==> config.mk <==
export PLATFORM = sky130hd
export DESIGN_NAME = alu_arbiter_flat
export DESIGN_NICKNAME = d
export VERILOG_FILES = /design/src/rtl/alu_arbiter_if.sv /design/src/rtl/alu_arbiter.sv /design/src/flat_wrapper.sv
export SDC_FILE = /design/constraint.sdc
export NUM_CORES = 1
export LEC_CHECK = 0
export BUFFER_PORTS_ARGS = -buffer_cell sky130_fd_sc_hd__buf_2
export CORE_MARGIN = 2
export CORE_UTILIZATION = 45
export DETAILED_ROUTE_END_ITERATION = 8
export PLACE_DENSITY = 0.79
export SLEW_MARGIN = 20
export SYNTH_ARGS = -nofsm -noshare
export SYNTH_HDL_FRONTEND = slang
export SYNTH_SLANG_ARGS = --single-unit
==> constraint.sdc <==
create_clock -name CLK -period 2 [get_ports CLK]
set_input_delay 0.4 -clock CLK [delete_from_list [all_inputs] [get_ports CLK]]
set_output_delay 0.4 -clock CLK [all_outputs]
set_load 0.01 [all_outputs]
==> src/rtl/alu_arbiter_if.sv <==
// Request/response and ALU-side signal bundle for alu_arbiter.
// slave = arbiter side, master = requesters + ALU (testbench side).
interface alu_arbiter_if #(
    parameter int DW = 8,
    parameter int CW = 4
);
    logic [1:0]      REQ_VALID;
    logic [1:0]      REQ_READY;
    logic [2*DW-1:0] REQ_OPA;
    logic [2*DW-1:0] REQ_OPB;
    logic [2*CW-1:0] REQ_CMD;
    logic [1:0]      REQ_MODE;
    logic [1:0]      REQ_CIN;
    logic [3:0]      REQ_INP_VALID;

    logic [1:0]      RSP_VALID;
    logic [1:0]      RSP_READY;
    logic [2*DW-1:0] RSP_RES;
    logic [5:0]      RSP_FLAGS;

    logic            ALU_CE;
    logic [1:0]      ALU_INP_VALID;
    logic [DW-1:0]   ALU_OPA;
    logic [DW-1:0]   ALU_OPB;
    logic [CW-1:0]   ALU_CMD;
    logic            ALU_MODE;
    logic            ALU_CIN;
    logic [2*DW-1:0] ALU_RES;
    logic            ALU_COUT, ALU_OFLOW, ALU_G, ALU_E, ALU_L, ALU_ERR;

    modport slave (
        input  REQ_VALID, REQ_OPA, REQ_OPB, REQ_CMD, REQ_MODE, REQ_CIN, REQ_INP_VALID,
        input  RSP_READY,
        input  ALU_RES, ALU_COUT, ALU_OFLOW, ALU_G, ALU_E, ALU_L, ALU_ERR,
        output REQ_READY, RSP_VALID, RSP_RES, RSP_FLAGS,
        output ALU_CE, ALU_INP_VALID, ALU_OPA, ALU_OPB, ALU_CMD, ALU_MODE, ALU_CIN
    );

    modport master (
        output REQ_VALID, REQ_OPA, REQ_OPB, REQ_CMD, REQ_MODE, REQ_CIN, REQ_INP_VALID,
        output RSP_READY,
        output ALU_RES, ALU_COUT, ALU_OFLOW, ALU_G, ALU_E, ALU_L, ALU_ERR,
        input  REQ_READY, RSP_VALID, RSP_RES, RSP_FLAGS,
        input  ALU_CE, ALU_INP_VALID, ALU_OPA, ALU_OPB, ALU_CMD, ALU_MODE, ALU_CIN
    );
endinterface

==> src/rtl/alu_arbiter.sv <==
// Two-requester arbiter serialising operations onto one pipelined ALU, one op in flight.
// Define ALU_ARB_FIXED_PRIO_EN for fixed priority (requester 0 wins); default is round-robin.
module alu_arbiter #(
    parameter int DW      = 8,
    parameter int CW      = 4,
    parameter int LAT     = 2,
    parameter int MUL_LAT = 3
) (
    input logic         CLK,
    input logic         RST,
    alu_arbiter_if.slave bus
);
    localparam int LMAX  = (MUL_LAT > LAT) ? MUL_LAT : LAT;
    localparam int CNT_W = $clog2(LMAX + 1);

    typedef enum logic [1:0] {IDLE, ISSUE, WAIT, RESP} state_t;

    state_t          state_q, state_d;
    logic [CNT_W-1:0] cnt_q, cnt_d;
    logic            gid_q, gid_d;
    logic [DW-1:0]   opa_q, opa_d, opb_q, opb_d;
    logic [CW-1:0]   cmd_q, cmd_d;
    logic            mode_q, mode_d, cin_q, cin_d;
    logic            ce_q, ce_d;
    logic [1:0]      alu_iv_q, alu_iv_d;
    logic [1:0]      rsp_valid_q, rsp_valid_d;
    logic [2*DW-1:0] rsp_res_q, rsp_res_d;
    logic [5:0]      rsp_flags_q, rsp_flags_d;
    logic            grant;
    logic [1:0]      req_ready;
    logic            is_mul;

`ifdef ALU_ARB_FIXED_PRIO_EN
    assign grant = ~bus.REQ_VALID[0];
`else
    logic last_q, last_d;  // requester granted most recently
    assign grant = (&bus.REQ_VALID) ? ~last_q : ~bus.REQ_VALID[0];
`endif

    assign req_ready = (state_q == IDLE && !RST) ?
                       ((grant ? 2'b10 : 2'b01) & bus.REQ_VALID) : 2'b00;
    assign is_mul    = mode_q && (cmd_q == CW'(9) || cmd_q == CW'(10));

    always_comb begin
        state_d     = state_q;
        cnt_d       = cnt_q;
        gid_d       = gid_q;
        opa_d       = opa_q;
        opb_d       = opb_q;
        cmd_d       = cmd_q;
        mode_d      = mode_q;
        cin_d       = cin_q;
        ce_d        = 1'b0;
        alu_iv_d    = 2'b00;
        rsp_valid_d = rsp_valid_q;
        rsp_res_d   = rsp_res_q;
        rsp_flags_d = rsp_flags_q;
`ifndef ALU_ARB_FIXED_PRIO_EN
        last_d      = last_q;
`endif
        case (state_q)
            IDLE: if (|req_ready) begin
                gid_d    = grant;
                opa_d    = grant ? bus.REQ_OPA[2*DW-1:DW] : bus.REQ_OPA[DW-1:0];
                opb_d    = grant ? bus.REQ_OPB[2*DW-1:DW] : bus.REQ_OPB[DW-1:0];
                cmd_d    = grant ? bus.REQ_CMD[2*CW-1:CW] : bus.REQ_CMD[CW-1:0];
                mode_d   = bus.REQ_MODE[grant];
                cin_d    = bus.REQ_CIN[grant];
                alu_iv_d = grant ? bus.REQ_INP_VALID[3:2] : bus.REQ_INP_VALID[1:0];
                ce_d     = 1'b1;
                state_d  = ISSUE;
`ifndef ALU_ARB_FIXED_PRIO_EN
                last_d   = grant;
`endif
            end
            ISSUE: begin
                cnt_d   = is_mul ? CNT_W'(MUL_LAT) : CNT_W'(LAT);
                state_d = WAIT;
            end
            WAIT: begin
                // capture on the edge where the count would reach zero
                if (cnt_q <= CNT_W'(1)) begin
                    cnt_d       = '0;
                    rsp_res_d   = bus.ALU_RES;
                    rsp_flags_d = {bus.ALU_COUT, bus.ALU_OFLOW, bus.ALU_G,
                                   bus.ALU_E, bus.ALU_L, bus.ALU_ERR};
                    rsp_valid_d = gid_q ? 2'b10 : 2'b01;
                    state_d     = RESP;
                end else begin
                    cnt_d = cnt_q - CNT_W'(1);
                end
            end
            RESP: if (|(rsp_valid_q & bus.RSP_READY)) begin
                rsp_valid_d = 2'b00;
                state_d     = IDLE;
            end
            default: state_d = IDLE;
        endcase
    end

    always_ff @(posedge CLK or posedge RST) begin
        if (RST) begin
            state_q     <= IDLE;
            cnt_q       <= '0;
            gid_q       <= 1'b0;
            opa_q       <= '0;
            opb_q       <= '0;
            cmd_q       <= '0;
            mode_q      <= 1'b0;
            cin_q       <= 1'b0;
            ce_q        <= 1'b0;
            alu_iv_q    <= 2'b00;
            rsp_valid_q <= 2'b00;
            rsp_res_q   <= '0;
            rsp_flags_q <= '0;
`ifndef ALU_ARB_FIXED_PRIO_EN
            last_q      <= 1'b1;
`endif
        end else begin
            state_q     <= state_d;
            cnt_q       <= cnt_d;
            gid_q       <= gid_d;
            opa_q       <= opa_d;
            opb_q       <= opb_d;
            cmd_q       <= cmd_d;
            mode_q      <= mode_d;
            cin_q       <= cin_d;
            ce_q        <= ce_d;
            alu_iv_q    <= alu_iv_d;
            rsp_valid_q <= rsp_valid_d;
            rsp_res_q   <= rsp_res_d;
            rsp_flags_q <= rsp_flags_d;
`ifndef ALU_ARB_FIXED_PRIO_EN
            last_q      <= last_d;
`endif
        end
    end

    assign bus.REQ_READY     = req_ready;
    assign bus.RSP_VALID     = rsp_valid_q;
    assign bus.RSP_RES       = rsp_res_q;
    assign bus.RSP_FLAGS     = rsp_flags_q;
    assign bus.ALU_CE        = ce_q;
    assign bus.ALU_INP_VALID = alu_iv_q;
    assign bus.ALU_OPA       = opa_q;
    assign bus.ALU_OPB       = opb_q;
    assign bus.ALU_CMD       = cmd_q;
    assign bus.ALU_MODE      = mode_q;
    assign bus.ALU_CIN       = cin_q;
endmodule

==> src/flat_wrapper.sv <==
// flat-port wrapper written by rule: the top's interface ports become plain ports
module alu_arbiter_flat 
#(
    parameter int DW      = 8,
    parameter int CW      = 4,
    parameter int LAT     = 2,
    parameter int MUL_LAT = 3
)
  (CLK, RST, bus_REQ_VALID, bus_REQ_OPA, bus_REQ_OPB, bus_REQ_CMD, bus_REQ_MODE, bus_REQ_CIN, bus_REQ_INP_VALID, bus_RSP_READY, bus_ALU_RES, bus_ALU_COUT, bus_ALU_OFLOW, bus_ALU_G, bus_ALU_E, bus_ALU_L, bus_ALU_ERR, bus_REQ_READY, bus_RSP_VALID, bus_RSP_RES, bus_RSP_FLAGS, bus_ALU_CE, bus_ALU_INP_VALID, bus_ALU_OPA, bus_ALU_OPB, bus_ALU_CMD, bus_ALU_MODE, bus_ALU_CIN);
  alu_arbiter_if #(.DW(DW), .CW(CW)) bus_i ();
  input logic CLK;
  input logic RST;
  input wire logic [$bits(bus_i.REQ_VALID)-1:0] bus_REQ_VALID;
  input wire logic [$bits(bus_i.REQ_OPA)-1:0] bus_REQ_OPA;
  input wire logic [$bits(bus_i.REQ_OPB)-1:0] bus_REQ_OPB;
  input wire logic [$bits(bus_i.REQ_CMD)-1:0] bus_REQ_CMD;
  input wire logic [$bits(bus_i.REQ_MODE)-1:0] bus_REQ_MODE;
  input wire logic [$bits(bus_i.REQ_CIN)-1:0] bus_REQ_CIN;
  input wire logic [$bits(bus_i.REQ_INP_VALID)-1:0] bus_REQ_INP_VALID;
  input wire logic [$bits(bus_i.RSP_READY)-1:0] bus_RSP_READY;
  input wire logic [$bits(bus_i.ALU_RES)-1:0] bus_ALU_RES;
  input wire logic [$bits(bus_i.ALU_COUT)-1:0] bus_ALU_COUT;
  input wire logic [$bits(bus_i.ALU_OFLOW)-1:0] bus_ALU_OFLOW;
  input wire logic [$bits(bus_i.ALU_G)-1:0] bus_ALU_G;
  input wire logic [$bits(bus_i.ALU_E)-1:0] bus_ALU_E;
  input wire logic [$bits(bus_i.ALU_L)-1:0] bus_ALU_L;
  input wire logic [$bits(bus_i.ALU_ERR)-1:0] bus_ALU_ERR;
  output wire logic [$bits(bus_i.REQ_READY)-1:0] bus_REQ_READY;
  output wire logic [$bits(bus_i.RSP_VALID)-1:0] bus_RSP_VALID;
  output wire logic [$bits(bus_i.RSP_RES)-1:0] bus_RSP_RES;
  output wire logic [$bits(bus_i.RSP_FLAGS)-1:0] bus_RSP_FLAGS;
  output wire logic [$bits(bus_i.ALU_CE)-1:0] bus_ALU_CE;
  output wire logic [$bits(bus_i.ALU_INP_VALID)-1:0] bus_ALU_INP_VALID;
  output wire logic [$bits(bus_i.ALU_OPA)-1:0] bus_ALU_OPA;
  output wire logic [$bits(bus_i.ALU_OPB)-1:0] bus_ALU_OPB;
  output wire logic [$bits(bus_i.ALU_CMD)-1:0] bus_ALU_CMD;
  output wire logic [$bits(bus_i.ALU_MODE)-1:0] bus_ALU_MODE;
  output wire logic [$bits(bus_i.ALU_CIN)-1:0] bus_ALU_CIN;
  assign bus_i.REQ_VALID = bus_REQ_VALID;
  assign bus_i.REQ_OPA = bus_REQ_OPA;
  assign bus_i.REQ_OPB = bus_REQ_OPB;
  assign bus_i.REQ_CMD = bus_REQ_CMD;
  assign bus_i.REQ_MODE = bus_REQ_MODE;
  assign bus_i.REQ_CIN = bus_REQ_CIN;
  assign bus_i.REQ_INP_VALID = bus_REQ_INP_VALID;
  assign bus_i.RSP_READY = bus_RSP_READY;
  assign bus_i.ALU_RES = bus_ALU_RES;
  assign bus_i.ALU_COUT = bus_ALU_COUT;
  assign bus_i.ALU_OFLOW = bus_ALU_OFLOW;
  assign bus_i.ALU_G = bus_ALU_G;
  assign bus_i.ALU_E = bus_ALU_E;
  assign bus_i.ALU_L = bus_ALU_L;
  assign bus_i.ALU_ERR = bus_ALU_ERR;
  assign bus_REQ_READY = bus_i.REQ_READY;
  assign bus_RSP_VALID = bus_i.RSP_VALID;
  assign bus_RSP_RES = bus_i.RSP_RES;
  assign bus_RSP_FLAGS = bus_i.RSP_FLAGS;
  assign bus_ALU_CE = bus_i.ALU_CE;
  assign bus_ALU_INP_VALID = bus_i.ALU_INP_VALID;
  assign bus_ALU_OPA = bus_i.ALU_OPA;
  assign bus_ALU_OPB = bus_i.ALU_OPB;
  assign bus_ALU_CMD = bus_i.ALU_CMD;
  assign bus_ALU_MODE = bus_i.ALU_MODE;
  assign bus_ALU_CIN = bus_i.ALU_CIN;
  alu_arbiter #(.DW(DW), .CW(CW), .LAT(LAT), .MUL_LAT(MUL_LAT)) u_core (.CLK(CLK), .RST(RST), .bus(bus_i));
endmodule
==> flow_summary.json, run 1 <==
{
  "status": "complete, no violations",
  "route.detailed.drc": 0,
  "drive_above_1_share_pct": 54.08,
  "synthDistinctLibCells": 29,
  "grt_pass1_vias": 1864,
  "port_buffers": 126,
  "hp-class": "in -> async",
  "synth-seq-area-share_pct": 55.66,
  "num-nets-final": 409,
  "setup-violations-final": 0,
  "io_pins": 127,
  "worstSetupEndpointType": "output pin",
  "power.total_w": 0.004559,
  "powerDensity_nw_per_um2": 1382,
  "via_count": 1907,
  "n_antenna_cell": 0,
  "antenna_found_initial": 0,
  "dp_cells": 393,
  "cts_buffers": 5,
  "leakage_nw": 1.782,
  "fin_ws_ns": 0.08657,
  "cts_root_buffer": "clkbuf_8",
  "tritoncts": "done",
  "layout_common_cells": "buf_2, dfrtp_1, mux2i_1, nand2_1, mux2_2",
  "synth_area_um2": 2475,
  "cts_sinks": 55,
  "die_h_um": 78.16,
  "clockBufferDepth": 2,
  "syn2layout_area_growth_pct": 33.27,
  "clock_power_share_pct": 13.0,
  "synth_seq_cells": 55,
  "finalCritPeriodShare_pct": 95.67,
  "required_ns": 1.60,
  "p_sw_share_pct": 36.11,
  "grt_max_degree": 48,
  "ant_nets": 0,
  "place_ws_ns": 0.3290,
  "insertion_delay_ns": 0.31,
  "switchingPower_w": 0.001646,
  "cts.htree.levels": 2,
  "wl_um": 4811,
  "initialDrtViolationCount": 32,
  "firstDrtPassIters": 4,
  "crit_type": "reg -> out",
  "yosys_warnings": 0,
  "drv_slew": 0,
  "vias_per_cell": 4.732,
  "critPathLaunchType": "flop",
  "slew_headroom_pct": 66.92,
  "drv_cap": 0,
  "post-route-min-period_ns": 1.913,
  "hpwlAfterDp_um": 3682,
  "dieWidth_um": 78.16,
  "core-area_um2": 5405,
  "pwr-share-seq_pct": 42.1,
  "grt_pass1_wl_um": 7941,
  "intPower_w": 0.002913,
  "final_cells": 403,
  "grt_overflow_total": 0,
  "crit_path_max_fanout": 5,
  "synth_nets": 281,
  "max_slew.worst_pin.slew_ns": 0.4954,
  "finalClockSkew_ns": 0.006803,
  "layout_commonest_cell": "buf_2",
  "gp_congestion": 0.7267,
  "vdd_drop_max_v": 0.0005499,
  "max_freq_ghz": 0.5226,
  "wire_per_inst_um": 11.94,
  "critical_path_arrival_ns": 1.51,
  "rows": 27,
  "path_clk_slew_ns": 0.10,
  "syn_inst": 202,
  "die-area_um2": 6109,
  "avgSynthCellArea_um2": 12.25,
  "start_util_pct": 45.79,
  "hold_viol": 0,
  "grt_util_all_layers_pct": 16.12,
  "power_frac_comb_pct": 44.9
}
[worst max-delay path: stages, from the launching register on]
cell	delay, ns
dfrtp_1	0.39
inv_1	0.11
ha_2	0.22
nor2b_4	0.19
and3_2	0.18
buf_2	0.12
[stage by stage]
step	TNS, ns	area, um^2	utilization, %	hold WS [ns]
4_1_cts	0	3276	60.60	0.1712
6_report	0	3298	61.02	0.1585
2_1_floorplan	0	2475	-	0.4629
3_5_place_dp	0	3191	59.03	0.4605
5_1_grt	-0.007402	3298	61.02	0.2039
3_3_place_gp	0	3191	59.03	0.4562
[routing by layer]
layer	GRT usage, %	part of all wire [%]	vias to the layer above
met4	4.737	1.4	0
met5	0	0	-
met3	4.253	7.0	8
li1	-	-	954
met2	29.74	51	70
met1	18.21	41	875
[area by class of cell]
type | count | area [um^2]
clock inverters | 2 | 12.51
clock buffers | 6 | 72.57
multi-input cells | 129 | 993.5
inverters | 7 | 26.28
fillers | 474 | 2107
flip-flops and latches | 55 | 1378
repair buffers | 132 | 725.7
well taps | 72 | 90.09
[kinds of logic after synthesis]
family / after synthesis / synth area share (%)
buffers and inverters: 18 / 5.358
and+or+nand+nor: 40 / 7.381
AOI/OAI and AO/OA: 38 / 9.606
DFF: 55 / 55.66
muxes: 47 / 20.12
xor gates and xnor gates: 1 / 0.3540
adders and majority gates: 3 / 1.517
[sequential cells by signal (all words and copies together) (netlist names), 2 cells and up]
signal                    count
u_core.bus.ALU_CMD            4
u_core.bus.RSP_VALID          2
u_core.bus.RSP_FLAGS          6
u_core.bus.ALU_OPB            8
u_core.bus.ALU_OPA            8
u_core.cnt_q                  2
u_core.state_q                2
u_core.bus.RSP_RES           16
u_core.bus.ALU_INP_VALID      2
[synthesized netlist by cell type]
cell type	count	share of area [%]
inv_2	1	0.15
buf_2	3	0.61
mux2_2	22	10
o2bb2ai_1	2	0.71
o21ai_0	10	2.0
mux2i_1	25	10
nor2b_4	1	0.56
and3_2	1	0.30
dfrtp_1	54	55
a21oi_1	6	1.2
nor2_1	7	1.1
nor2b_1	3	0.76
inv_1	6	0.91
a31oi_1	1	0.25
buf_4	1	0.30
ha_1	3	1.5
o21ai_2	9	3.2
o21ai_1	8	1.6
a22oi_1	2	0.61
nand3_1	1	0.20
dfstp_2	1	1.1
nand2_1	25	3.8
nor4bb_1	1	0.40
buf_6	4	1.8
nor3b_1	1	0.30
buf_12	1	0.81
buf_8	1	0.61
clkbuf_1	1	0.15
xor2_1	1	0.35
[power groups by stage]
stage,combinational [W],clock [W],sequential (W)
global placement,0.00199,0,0.00193
floorplan,0.00111,0,0.00215
detailed placement,0.00205,0,0.00195
finish,0.00205,0.000591,0.00192
CTS,0.00205,0.000615,0.00193
global route,0.00225,0.000658,0.00200
[repair_timing]
action,4_1_cts,5_1_grt
hold buffers,0,0
setup buffers,0,2
endpoints found under the hold margin,0,0
endpoints found under the setup margin,0,2
resized for setup,0,2
[path summary, 6_finish.rpt]
kind                                                    from                                   to  slack [ns]  cells after the start
min in group CLK                               bus_ALU_OFLOW  u_core.bus.RSP_FLAGS[4]$_DFFE_PP0P_        0.32                      2
max in group asynchronous                                RST    u_core.bus.ALU_OPA[3]$_DFFE_PP0P_        1.29                      3
max reg2reg                    u_core.state_q[0]$_DFFE_PP0P_   u_core.bus.RSP_RES[13]$_DFFE_PP0P_        0.30                      5
min                                                      RST    u_core.bus.RSP_RES[5]$_DFFE_PP0P_        0.16                      2
min reg2reg                u_core.bus.ALU_OPB[7]$_DFFE_PP0P_    u_core.bus.ALU_OPB[7]$_DFFE_PP0P_        0.48                      2
max                            u_core.state_q[0]$_DFFE_PP0P_                     bus_REQ_READY[1]        0.09                      5
(Power assumes the default switching activity.)
==> inputs of run 2 (changes only) <==
--- a/config.mk
+++ b/config.mk
@@ -6,10 +6,12 @@
 export NUM_CORES = 1
 export LEC_CHECK = 0
 export BUFFER_PORTS_ARGS = -buffer_cell sky130_fd_sc_hd__buf_2
+export CELL_PAD_IN_SITES_DETAIL_PLACEMENT = 0
+export CELL_PAD_IN_SITES_GLOBAL_PLACEMENT = 2
 export CORE_MARGIN = 2
-export CORE_UTILIZATION = 45
+export CORE_UTILIZATION = 27
 export DETAILED_ROUTE_END_ITERATION = 8
-export PLACE_DENSITY = 0.79
+export PLACE_DENSITY_LB_ADDON = 0.1
 export SLEW_MARGIN = 20
 export SYNTH_ARGS = -nofsm -noshare
 export SYNTH_HDL_FRONTEND = slang
==> flow_summary.json, run 2 (synthesized netlist as in run 1, its figures left out) <==
{
  "status": "complete, no violations",
  "via_count": 1919,
  "setup-violations-final": 0,
  "grt_util_all_layers_pct": 11.59,
  "drive_above_1_share_pct": 54.38,
  "num-nets-final": 409,
  "port_buffers": 126,
  "critPathSlowestCell": "dfrtp_1",
  "path_clk_slew_ns": 0.10,
  "grt.busiest_layer": "met2",
  "layout_common_cells": "buf_2, dfrtp_1, mux2i_1, nand2_1, mux2_2",
  "n_antenna_cell": 0,
  "core-area_um2": 8806,
  "dieWidth_um": 99.74,
  "hpwlAfterDp_um": 4266,
  "crit_path_max_fanout": 4,
  "max_freq_ghz": 0.5318,
  "grt_overflow_total": 0,
  "crit_type": "reg -> out",
  "pwr-share-seq_pct": 41.5,
  "place_ws_ns": 0.3343,
  "layout_commonest_cell": "buf_2",
  "vdd_drop_max_v": 0.0003180,
  "leakage_nw": 1.780,
  "syn2layout_area_growth_pct": 34.93,
  "critPathLaunchType": "flop",
  "tritoncts": "done",
  "slew_headroom_pct": 70.97,
  "grt_pass1_wl_um": 9246,
  "io_pins": 127,
  "met3_usage_pct": 3.092,
  "finalCritPeriodShare_pct": 94.02,
  "hp-class": "in -> async",
  "rr_endpoint": "u_core.bus.RSP_RES[0]$_DFFE_PP0P_",
  "cp_cell_sequence": "inv_1, ha_2, nor2b_4, and3_2, buf_2",
  "start_util_pct": 28.10,
  "post-route-min-period_ns": 1.880,
  "grtUsageMet1_pct": 14.00,
  "die_h_um": 99.74,
  "cts_hold_buffers": 0,
  "worst-path-buf-inv": 2,
  "firstDrtPassIters": 4,
  "insertion_delay_ns": 0.32,
  "hold_viol": 0,
  "reg2reg_depth": 5,
  "wire_per_inst_um": 12.86,
  "antenna_found_initial": 0,
  "vias_per_cell": 4.371,
  "clock_power_share_pct": 13.7,
  "die-area_um2": 9948,
  "largest_reg_flops": 16,
  "cpLargestDelayFamily": "flip-flops",
  "critPathMaxStageDelay_ns": 0.39,
  "rows": 34,
  "powerDensity_nw_per_um2": 1382,
  "timing.rr.start": "u_core.state_q[0]$_DFFE_PP0P_",
  "cts_root_buffer": "clkbuf_8",
  "p_sw_share_pct": 36.93,
  "cts.htree.levels": 2,
  "finalClockSkew_ns": 0.01752,
  "cts_sinks": 55,
  "max_slew.worst_pin.slew_ns": 0.4354,
  "tns_ns": 0,
  "required_ns": 1.60,
  "power_frac_comb_pct": 44.7,
  "fin_ws_ns": 0.1195,
  "clockBufferDepth": 2,
  "r2r_slack_ns": 0.36,
  "worstSetupEndpointType": "output pin",
  "gp_congestion": 0.7001,
  "switchingPower_w": 0.001704,
  "initialDrtViolationCount": 20,
  "critical_path_arrival_ns": 1.48,
  "drv_slew": 0,
  "grt_pass1_vias": 1929,
  "route.detailed.drc": 0,
  "rsz0062_at_grt": "no",
  "ant_nets": 0,
  "cts_buffers": 5,
  "intPower_w": 0.002910,
  "use_met2_pct": 20.37,
  "wl_um": 5647,
  "grt_max_degree": 48,
  "drv_cap": 0
}
## run 2: cell count changes in the layout (fill, tap and decap cells not counted)
cell      delta
clkinv_4     +2
clkinv_2     -1
buf_12       -1
buf_4        +1
clkbuf_1     -1
## run 2: power groups by stage
stage / combinational (W) / sequential (W) / clock [W]
global placement: 0.00208 / 0.00194 / 0
floorplan: 0.00111 / 0.00215 / 0
global route: 0.00231 / 0.00199 / 0.000712
detailed placement: 0.00210 / 0.00195 / 0
finish: 0.00206 / 0.00192 / 0.000634
CTS: 0.00210 / 0.00193 / 0.000674
## run 2: per-stage QoR
| step | power, W | util (%) | std cells | hold WS (ns) | cell area [um^2] |
|---|---|---|---|---|---|
| after floorplan | 0.003254 | - | 202 | 0.4629 | 2475 |
| after global placement | 0.004016 | 36.69 | 430 | 0.4568 | 3231 |
| after detailed placement | 0.004052 | 36.69 | 430 | 0.4633 | 3231 |
| after CTS | 0.004703 | 37.75 | 438 | 0.1773 | 3324 |
| after global routing | 0.005011 | 37.92 | 439 | 0.2046 | 3339 |
| final | 0.004614 | 37.92 | 439 | 0.1816 | 3339 |
## run 2: final cells by class
class / instances / area (um^2)
Fill cell: 912 / 5466
Timing Repair Buffer: 132 / 713.2
Clock buffer: 5 / 68.82
Multi-Input combinational cell: 129 / 993.5
Sequential cell: 55 / 1378
Clock inverter: 3 / 25.02
Inverter: 7 / 26.28
Tap cell: 108 / 135.1
## run 2: worst max-delay path by stage
stage                                         end                           from  slack, ns  depth (start not counted)
3_5_place_dp   u_core.bus.RSP_RES[10]$_DFFE_PP0P_  u_core.state_q[0]$_DFFE_PP0P_       0.33                          5
3_3_place_gp   u_core.bus.RSP_RES[13]$_DFFE_PP0P_  u_core.state_q[0]$_DFFE_PP0P_       0.37                          5
4_1_cts                          bus_REQ_READY[1]  u_core.state_q[1]$_DFFE_PP0P_      0.009                          5
2_1_floorplan         u_core.bus.ALU_CE$_DFF_PP0_                            RST       0.26                          1
5_1_grt                          bus_REQ_READY[1]  u_core.state_q[0]$_DFFE_PP0P_       0.02                          5
6_report                         bus_REQ_READY[1]  u_core.state_q[0]$_DFFE_PP0P_       0.12                          5
## run 2: worst register-to-register path, delay by kind of cell (launching register included)
kind	cells	cell delay, ns
adders and majority gates	1	0.27
buffers and inverters	2	0.29
and+or+nand+nor	1	0.22
DFF	1	0.39
muxes	1	0.35
## run 2: metal layers
| layer | wire (um) | share of wire, % |
|---|---|---|
| met1 | 2415 | 43 |
| met2 | 2825 | 50 |
| met3 | 357 | 6.3 |
| met4 | 49 | 0.87 |
| met5 | 0 | 0 |
## run 2: timing repair
action	4_1_cts	5_1_grt
gates resized for setup	0	2
setup buffers	0	1
setup endpoints to repair	0	2
==> inputs of run 3 (changes only) <==
--- a/config.mk
+++ b/config.mk
@@ -9,7 +9,7 @@
 export CELL_PAD_IN_SITES_DETAIL_PLACEMENT = 0
 export CELL_PAD_IN_SITES_GLOBAL_PLACEMENT = 2
 export CORE_MARGIN = 2
-export CORE_UTILIZATION = 27
+export CORE_UTILIZATION = 24
 export DETAILED_ROUTE_END_ITERATION = 8
 export PLACE_DENSITY_LB_ADDON = 0.1
 export SLEW_MARGIN = 20
==> constraint.sdc (replaced) <==
create_clock -name CLK -period 1.6 [get_ports CLK]
set_input_delay 0.32 -clock CLK [delete_from_list [all_inputs] [get_ports CLK]]
set_output_delay 0.32 -clock CLK [all_outputs]
set_load 0.01 [all_outputs]
==> flow_summary.json, run 3 (synthesized netlist as in run 1, its figures left out) <==
{
  "dp_cells": 460,
  "initialDrtViolationCount": 59,
  "wire_per_inst_um": 12.92,
  "place_ws_ns": 0.08247,
  "port_buffers": 126,
  "post-route-min-period_ns": 1.669,
  "route.detailed.drc": 0,
  "setup-violations-final": 24,
  "rsz0062_at_grt": "yes",
  "io_pins": 127,
  "cts.htree.levels": 2,
  "finalClockSkew_ns": 0.004515,
  "path_clk_slew_ns": 0.10,
  "worstSetupEndpointType": "output pin",
  "tritoncts": "done",
  "drive_above_1_share_pct": 56.76,
  "dieWidth_um": 105.5,
  "die_h_um": 105.5,
  "max_freq_ghz": 0.5993,
  "layout_common_cells": "buf_2, dfrtp_1, mux2i_1, nand2_1, mux2_2",
  "critPathLaunchType": "flop",
  "cts_hold_buffers": 0,
  "gp_congestion": 0.6642,
  "cts_sinks": 55,
  "hp-class": "in -> async",
  "critical_path_arrival_ns": 1.35,
  "grt_pass1_vias": 1916,
  "layout_commonest_cell": "buf_2",
  "max_slew.worst_pin.slew_ns": 0.3017,
  "rows": 37,
  "ant_nets": 0,
  "grt_max_degree": 45,
  "clockBufferDepth": 2,
  "r2r_slack_ns": -0.07,
  "vdd_drop_max_v": 0.0004622,
  "grt_pass1_wl_um": 9708,
  "largest_reg_flops": 16,
  "cts_buffers": 5,
  "grt_overflow_total": 0,
  "vias_per_cell": 4.065,
  "slew_headroom_pct": 79.84,
  "start_util_pct": 24.30,
  "final_util_pct": 34.78,
  "core-area_um2": 10180,
  "wl_um": 6151,
  "place_area_um2": 3297,
  "syn2layout_area_growth_pct": 43.12,
  "hold_viol": 0,
  "tns_ns": -1.038,
  "rr_endpoint": "u_core.bus.RSP_RES[10]$_DFFE_PP0P_",
  "violations": "setup timing",
  "via_count": 1935,
  "firstDrtPassIters": 4,
  "drv_slew": 0,
  "final_cells": 476,
  "timing.rr.start": "u_core.state_q[0]$_DFFE_PP0P_",
  "drv_cap": 0,
  "crit_type": "reg -> out",
  "hpwlAfterDp_um": 4367,
  "fin_ws_ns": -0.06870,
  "leakage_nw": 1.846,
  "die-area_um2": 11140,
  "reg2reg_depth": 6,
  "required_ns": 1.28,
  "final_area_um2": 3542,
  "insertion_delay_ns": 0.30,
  "num-nets-final": 419,
  "n_antenna_cell": 0,
  "cts_root_buffer": "clkbuf_8",
  "finalCritPeriodShare_pct": 104.3,
  "status": "complete, but fails checks",
  "grt_util_all_layers_pct": 10.80,
  "crit_path_max_fanout": 4,
  "powerDensity_nw_per_um2": 1732,
  "antenna_found_initial": 0
}
run 3: report_power, final:
part	leakage, nW	internal [W]	switching [W]
sequential	0.673	0.00205	0.000350
clock	0.0470	0.000342	0.000463
combinational	1.13	0.00151	0.00142
run 3: area by class of cell:
type	instances	area [um^2]
fill	1048	6643
inverter	7	30.03
timing repair buffer	142	845.8
multi-input combinational	129	1031
tap	136	170.2
sequential	55	1378
clock buffer	6	82.58
clock inverter	1	5.005
run 3: worst max-delay path by stage:
stage / slack (ns) / end / depth (start not counted) / from
floorplan: 0.03 / u_core.bus.RSP_FLAGS[0]$_DFFE_PP0P_ / 6 / u_core.state_q[0]$_DFFE_PP0P_
global placement: 0.09 / u_core.bus.ALU_CMD[3]$_DFFE_PP0P_ / 6 / bus_REQ_VALID[1]
detailed placement: 0.08 / bus_REQ_READY[1] / 5 / u_core.state_q[0]$_DFFE_PP0P_
CTS: -0.08 / bus_REQ_READY[1] / 5 / u_core.state_q[1]$_DFFE_PP0P_
global route: -0.14 / bus_REQ_READY[1] / 5 / u_core.state_q[1]$_DFFE_PP0P_
finish: -0.07 / bus_REQ_READY[0] / 3 / u_core.last_q$_DFFE_PP1P_
run 3: per-stage QoR:
step / total power, W / hold WS (ns)
global placement: 0.005064 / 0.3491
finish: 0.006135 / 0.01248
CTS: 0.006058 / 0.01686
detailed placement: 0.005093 / 0.3558
global route: 0.006674 / 0.007926
floorplan: 0.004068 / 0.3829
run 3: worst max-delay path, stage by stage (launching register included):
cell	delay [ns]
dfstp_2	0.57
o21ai_4	0.09
nor3b_2	0.22
buf_2	0.17
run 3: timing repair:
action,4_1_cts,5_1_grt
gates cloned,0,3
buffers inserted,5,1
setup endpoints to repair,2,26
pin swaps,1,2
resized for setup,7,5
run 3: layer usage:
layer | share of wire [%] | vias to the layer above | global-route usage (%)
met3 | 7.3 | 5 | 3.463
met1 | 43 | 878 | 13.79
li1 | - | 977 | -
met4 | 1.0 | 0 | 2.820
met2 | 49 | 75 | 17.70
met5 | 0 | - | 0
